==> src/rtl/r_type_issue.sv <==
// Issue/writeback front end for an external combinational R-type ALU.
// Holds x0..x31, issues one instruction at a time and writes the ALU result back to rd.
module r_type_issue #(
    parameter int ALU_LAT = 1
) (
    input  logic        clk,
    input  logic        rst,
    input  logic        instr_valid,
    output logic        instr_ready,
    input  logic [31:0] instr_in,
    input  logic        ld_en,
    input  logic [4:0]  ld_addr,
    input  logic [31:0] ld_data,
    output logic [31:0] alu_instr,
    output logic [31:0] alu_in1,
    output logic [31:0] alu_in2,
    input  logic [31:0] alu_out,
    output logic        wb_valid,
    output logic [4:0]  wb_rd,
    output logic [31:0] wb_data,
    output logic        illegal,
    output logic [31:0] retired,
    input  logic [4:0]  dbg_addr,
    output logic [31:0] dbg_data
);

    typedef enum logic {IDLE, EXEC} state_t;

    localparam logic [6:0] OPC_RTYPE = 7'b0110011;

    state_t      state;
    state_t      state_next;
    logic [31:0] regs [0:31];
    logic [4:0]  rd_q;
    logic [3:0]  lat_cnt;

    logic [6:0]  opcode;
    logic [4:0]  rd;
    logic [4:0]  rs1;
    logic [4:0]  rs2;
    logic        accept;
    logic        is_rtype;
    logic        wb_fire;
    logic [31:0] rs1_val;
    logic [31:0] rs2_val;

    assign opcode      = instr_in[6:0];
    assign rd          = instr_in[11:7];
    assign rs1         = instr_in[19:15];
    assign rs2         = instr_in[24:20];
    assign instr_ready = (state == IDLE);
    assign accept      = instr_valid & instr_ready;
    assign is_rtype    = (opcode == OPC_RTYPE);
    assign wb_fire     = (state == EXEC) && (lat_cnt == 4'd0);

    // x0 is never written, but the explicit mux keeps the zero read obvious
    assign rs1_val  = (rs1 == 5'd0) ? 32'd0 : regs[rs1];
    assign rs2_val  = (rs2 == 5'd0) ? 32'd0 : regs[rs2];
    assign dbg_data = (dbg_addr == 5'd0) ? 32'd0 : regs[dbg_addr];

    always_ff @(posedge clk or posedge rst) begin
        if (rst) begin
            state <= IDLE;
        end else begin
            state <= state_next;
        end
    end

    always_comb begin
        state_next = state;
        case (state)
            IDLE: if (accept && is_rtype) state_next = EXEC;
            EXEC: if (lat_cnt == 4'd0) state_next = IDLE;
            default: state_next = IDLE;
        endcase
    end

    always_ff @(posedge clk or posedge rst) begin
        if (rst) begin
            alu_instr <= '0;
            alu_in1   <= '0;
            alu_in2   <= '0;
            rd_q      <= '0;
            lat_cnt   <= '0;
            wb_valid  <= 1'b0;
            wb_rd     <= '0;
            wb_data   <= '0;
            illegal   <= 1'b0;
            retired   <= '0;
        end else begin
            wb_valid <= wb_fire;
            illegal  <= accept & ~is_rtype;
            if (accept && is_rtype) begin
                alu_instr <= instr_in;
                alu_in1   <= rs1_val;
                alu_in2   <= rs2_val;
                rd_q      <= rd;
                lat_cnt   <= 4'(ALU_LAT - 1);
            end
            if (state == EXEC && lat_cnt != 4'd0) begin
                lat_cnt <= lat_cnt - 4'd1;
            end
            if (wb_fire) begin
                wb_rd   <= rd_q;
                wb_data <= alu_out;
                retired <= retired + 32'd1;
            end
        end
    end

    // Preload only happens in IDLE and writeback only in EXEC, so they never collide
    always_ff @(posedge clk or posedge rst) begin
        if (rst) begin
            for (int i = 0; i < 32; i++) begin
                regs[i] <= '0;
            end
        end else begin
            if (state == IDLE && ld_en && ld_addr != 5'd0) begin
                regs[ld_addr] <= ld_data;
            end
            if (wb_fire && rd_q != 5'd0) begin
                regs[rd_q] <= alu_out;
            end
        end
    end

endmodule

==> config.mk <==
export PLATFORM = sky130hd
export DESIGN_NAME = r_type_issue
export DESIGN_NICKNAME = d
export VERILOG_FILES = /design/src/rtl/r_type_issue.sv
export SDC_FILE = /design/constraint.sdc
export NUM_CORES = 2
export LEC_CHECK = 0
export BUFFER_PORTS_ARGS = -buffer_cell sky130_fd_sc_hd__buf_2
export CORE_MARGIN = 3
export CORE_UTILIZATION = 50
export DETAILED_ROUTE_END_ITERATION = 10
export GPL_TIMING_DRIVEN = 0
export PLACE_DENSITY = 0.68
export SLEW_MARGIN = 30
export SYNTH_ARGS = -nofsm -noshare
export SYNTH_HDL_FRONTEND = slang
export SYNTH_SLANG_ARGS = --single-unit
==> constraint.sdc <==
create_clock -name clk -period 45.7 [get_ports clk]
set_input_delay 6.855 -clock clk [delete_from_list [all_inputs] [get_ports clk]]
set_output_delay 6.855 -clock clk [all_outputs]
set_load 0.01 [all_outputs]
Yosys cells after proc, flatten, opt, wreduce, memory -nomap -nowiden
Index checks and enable logic that the tools add are counted.
Word-level totals
  register bits: 1201
  logic and storage cells: 103
Operators by class
  add/subtract/negate cells: 2
  magnitude comparators: 7
  equality and inequality tests: 1
  muxes and demuxes: 25
  bitwise gates (word level): 9
  reductions and logical operators: 16
Operators by type and width (number)
  bitwise mux 1024 bit: 2
  two-way mux 1024 bit: 2
  binary-select mux 32 bit (select 5 bit): 3
  two-way mux 32 bit: 11
  demux 32 bit (select 5 bit): 2
  adder 32 x 1 -> 32 bit (second input constant): 1
  greater-or-equal comparator 6 bit (second input constant): 5
  inverter 5 -> 6 bit: 5
  logical NOT 5 bit: 3
  < comparator 6 x 1 -> 1 bit (second input constant): 2
  nonzero test 5 bit: 2
  logical AND 1 bit: 8
  two-way mux 4 bit: 2
  equality test 7 x 6 -> 1 bit (second input constant): 1
  logical NOT 4 bit: 1
  nonzero test 4 bit: 1
  subtractor 4 x 1 -> 4 bit (second input constant): 1
  bitwise AND 1 bit: 2
  two-way mux 1 bit: 2
  inverter 1 bit: 2
  case mux 1 bit (2 select lines): 1
  nonzero test 2 bit: 1

Longest topological paths before layout
  word-level depth: 9
  gate-level depth with buffers: 10

Least setup slack after synthesis
Ideal clock, no wire load.
  kind: in2out
  from: in dbg_addr[0]
  to: out dbg_data[10]
  arrival: 8.720 ns
  required time: 38.845 ns
  path slack: 30.125 ns
  stages on the path: 7
  cells stage by stage: clkbuf_1 -> buf_2 -> buf_2 -> mux4_2 -> mux4_2 -> nand2_1 -> o21ai_1
On the way
  longest elaborated chain between the ends: 5
  elaborated cells on any way between the ends: 6
  those cells by class: mux: 4; bitwise: 1; reduce/logical: 1
RTL lines
  start: declaration: line 23  | input logic [4:0] dbg_addr,
  inverter 5 -> 6 bit (implied by the code): line 59  | assign dbg_data = (dbg_addr == 5'd0) ? 32'd0 : regs[dbg_addr];
  binary-select mux 32 bit (select 5 bit): line 59
  two-way mux 32 bit (implied by the code) (2 in series): line 59
  two-way mux 32 bit (*): line 59
  end: declaration: line 24  | output logic [31:0] dbg_data
Every way passes the cells marked *; elsewhere a longest branch is shown, timed or not. The select of a mux whose other input is x is not followed.

Worst setup path after layout
  from: in dbg_addr[1]
  to: out dbg_data[11]
Same word-level chain as after synthesis.

==> reports/metrics.cfg <==
[cts]
cts_resized = 0
cts_tree = yes
htreeDepth = 4
clk_pin_slew_ns = 0.06
cts_hold_buf = 0
cts-buffers-inserted = 142
clock_latency_ns = 0.82
clockBufferDepth = 3
clockRootBuffer = clkbuf_16
cts_setup_buffers = 0
cts_num_sinks = 1196

[power_and_ir_drop]
max-vdd-ir-drop_mv = 0.0389
finalPower_w = 0.00339
p_leak_nw = 38.1
powerDensity_nw_per_um2 = 38.8

[logic_synthesis]
synth.area.top_cells = dfrtp_1 39%, mux4_2 24%, mux2i_1 12%, nand2_1 3.5%, a21oi_1 3.4%
synth.distinct_cells = 44
synth.ff_latch_count = 1196
syn_nets = 6938
synth_largest_area_cell = dfrtp_1
async_flop_share = 1.00
synth_common_cells = 1196 x dfrtp_1, 955 x mux2i_1, 832 x mux4_2
seq_area_frac_synth = 0.389
synth_edf_count = 0
yosysTopAreaCellShare = 0.389
netlist_area_um2 = 77000
yosysMostFrequentCell = dfrtp_1
avgSynthCellArea_um2 = 11.3
syn-instance-count = 6825
synth_warnings = 0
ys.flop_type = dfrtp_1

[drt]
wire_per_inst_um = 43.4
vias = 72500
drc_errors = 0
ant_nets = 0
first_iter_violations = 14000
firstDrtPassIters = 10
wl_um = 412000
vias_per_cell = 7.63

[place]
hpwlAfterDp_um = 297000
place_ws_ns = 28.44
port_buffers = 293
gp_congestion = 1.08
placed_cells = 9192

[die]
pin_count = 310
die_area_um2 = 159000
core_area_um2 = 152000
die_w_um = 398
dieHeight_um = 398
start_util = 0.505
fp-row-count = 143

[sta]
setup_viol = 0
final_hold_viol_count = 0
fin_skew_ns = 0.0501
fin_crit_sh = 0.385
drv_slew = 0
tns_ns = 0
fin_crit_ns = 17.58
maxSlewHeadroom = 0.177
rsz0062_at_grt = no
finalWorstSetupSlack_ns = 28.12
worst_pin_slew_ns = 1.23
max_freq_mhz = 56.9

[layout]
drive_gt1_frac = 0.256
layout.nets = 7421
fin_cells = 9490
syn_to_final_growth_pct = 13.3

[critical_path]
critPathRequiredTime_ns = 38.85
path_max_fanout = 10
crit_type = in2out
worstSetupEndpointType = output pin
start_kind = input pin
crit_path_cell_trace = clkbuf_1 > clkbuf_1 > buf_1 > mux4_2 > mux4_2 > nand2_1 > o21ai_1 > buf_2
cpPeakStageDelay_ns = 0.81
crit_slowest_cell = buf_1
critPathArrivalTime_ns = 10.72

[global_route]
grt_max_degree = 90
grt_usage = 0.513
antenna_found_initial = 41
grt_pass1_wl_um = 556000
overflow = 0
grt_pass1_vias = 68600

[min_path]
hp-class = reg2reg

[outcome]
status = complete, no violations

[job]
drv_cap = 0

-- cell usage in the layout (no fill, tap or decap), types with 7 or more instances in the layout --
cell        count
o21ai_1       161
dfrtp_1      1196
nor2_4          8
mux2i_1       955
buf_2         472
nor3b_1         8
nor2_1        531
buf_16         29
buf_1          27
a211o_1        62
o21ai_0       426
buf_4          11
nand2b_1       13
clkbuf_2      142
inv_1          42
nand2_1       724
clkbuf_8       24
diode_2        46
clkbuf_16     146
clkbuf_1      500
clkinvlp_4      7
nor2_2         13
nor3_1         13
o22ai_1       124
mux2_2        151
a21oi_1       518
mux4_2        832
clkinv_2       20
a32oi_1        98
nand3_1        24
bufinv_16      12
xnor2_1        26
-- sequential cells by signal, indices dropped and copies added, names as in the netlist --
name / flops
wb_data: 32
lat_cnt: 4
wb_rd: 5
state: 1
alu_in1: 32
illegal: 1
alu_in2: 32
alu_instr: 32
retired: 32
wb_valid: 1
regs: 1024
-- logic make-up (layout without fill, tap and decap cells) --
| group | count (synthesis) | count (layout) | share of synthesized area |
|---|---|---|---|
| AND/OR/NAND/NOR | 1399 | 1399 | 0.0724 |
| AO/OA/AOI/OAI | 1393 | 1393 | 0.101 |
| buffers and inverters | 865 | 1454 | 0.0445 |
| other | 0 | 46 | 0 |
| multiplexers | 1938 | 1938 | 0.390 |
| adder cells (fa/ha/maj) | 3 | 3 | 0.000488 |
| XOR/XNOR | 31 | 31 | 0.00353 |
| flip-flops | 1196 | 1196 | 0.389 |
-- metrics by stage --
| step | hold WS [ns] | area, um^2 | util |
|---|---|---|---|
| after global routing | 0.480 | 87100 | 0.571 |
| after detailed placement | 0.447 | 82300 | 0.540 |
| after global placement | 0.444 | 81000 | 0.531 |
| after floorplan | 0.458 | 77000 | - |
| after CTS | 0.461 | 87000 | 0.571 |
| final | 0.461 | 87200 | 0.572 |
-- where the power goes --
part	switching [W]	leakage, nW	total [W]	internal [W]
clock network	0.000507	2.30	0.00120	0.000692
registers	0.000171	15.0	0.00138	0.00121
logic	0.000411	20.8	0.000803	0.000392
total	0.00109	38.1	0.00339	0.00230
-- critical path, delay by kind of cell --
family                 cells  cell delay (ns)
AOI/OAI and AO/OA          1             0.30
buffers and inverters      4             2.43
muxes                      2             0.95
and+or+nand+nor            1             0.16
-- layer usage --
metal,GRT usage,vias to the layer above,share of wire
met5,0.0671,-,0.0028
met4,0.387,34,0.096
met3,0.301,2166,0.18
met2,0.679,7738,0.39
met1,0.603,36000,0.33
li1,-,26500,-
-- layout make-up --
class	count	area [um^2]
tap	2030	2540
sequential	1196	29900
multi-input combinational	4764	43800
inverter	46	180
antenna	46	115
buffer	819	3500
clock buffer	204	4110
clock inverter	46	582
timing repair buffer	339	2470
fill	13100	65300
-- final timing paths --
path	endpoint	start	slack, ns	depth (start not counted)
max in group asynchronous	regs[18]$_DFF_PP0_	rst	37.12	7
max	dbg_data[11]	dbg_addr[1]	28.12	8
min in group asynchronous	alu_instr[11]$_DFFE_PP0P_	rst	6.04	2
min	alu_instr[1]$_DFFE_PP0P_	alu_instr[1]$_DFFE_PP0P_	0.46	1
min reg2reg	alu_instr[1]$_DFFE_PP0P_	alu_instr[1]$_DFFE_PP0P_	0.46	1
max reg2reg	regs[21]$_DFF_PP0_	lat_cnt[0]$_DFFE_PP0P_	41.42	9
(Power assumes the default switching activity.)
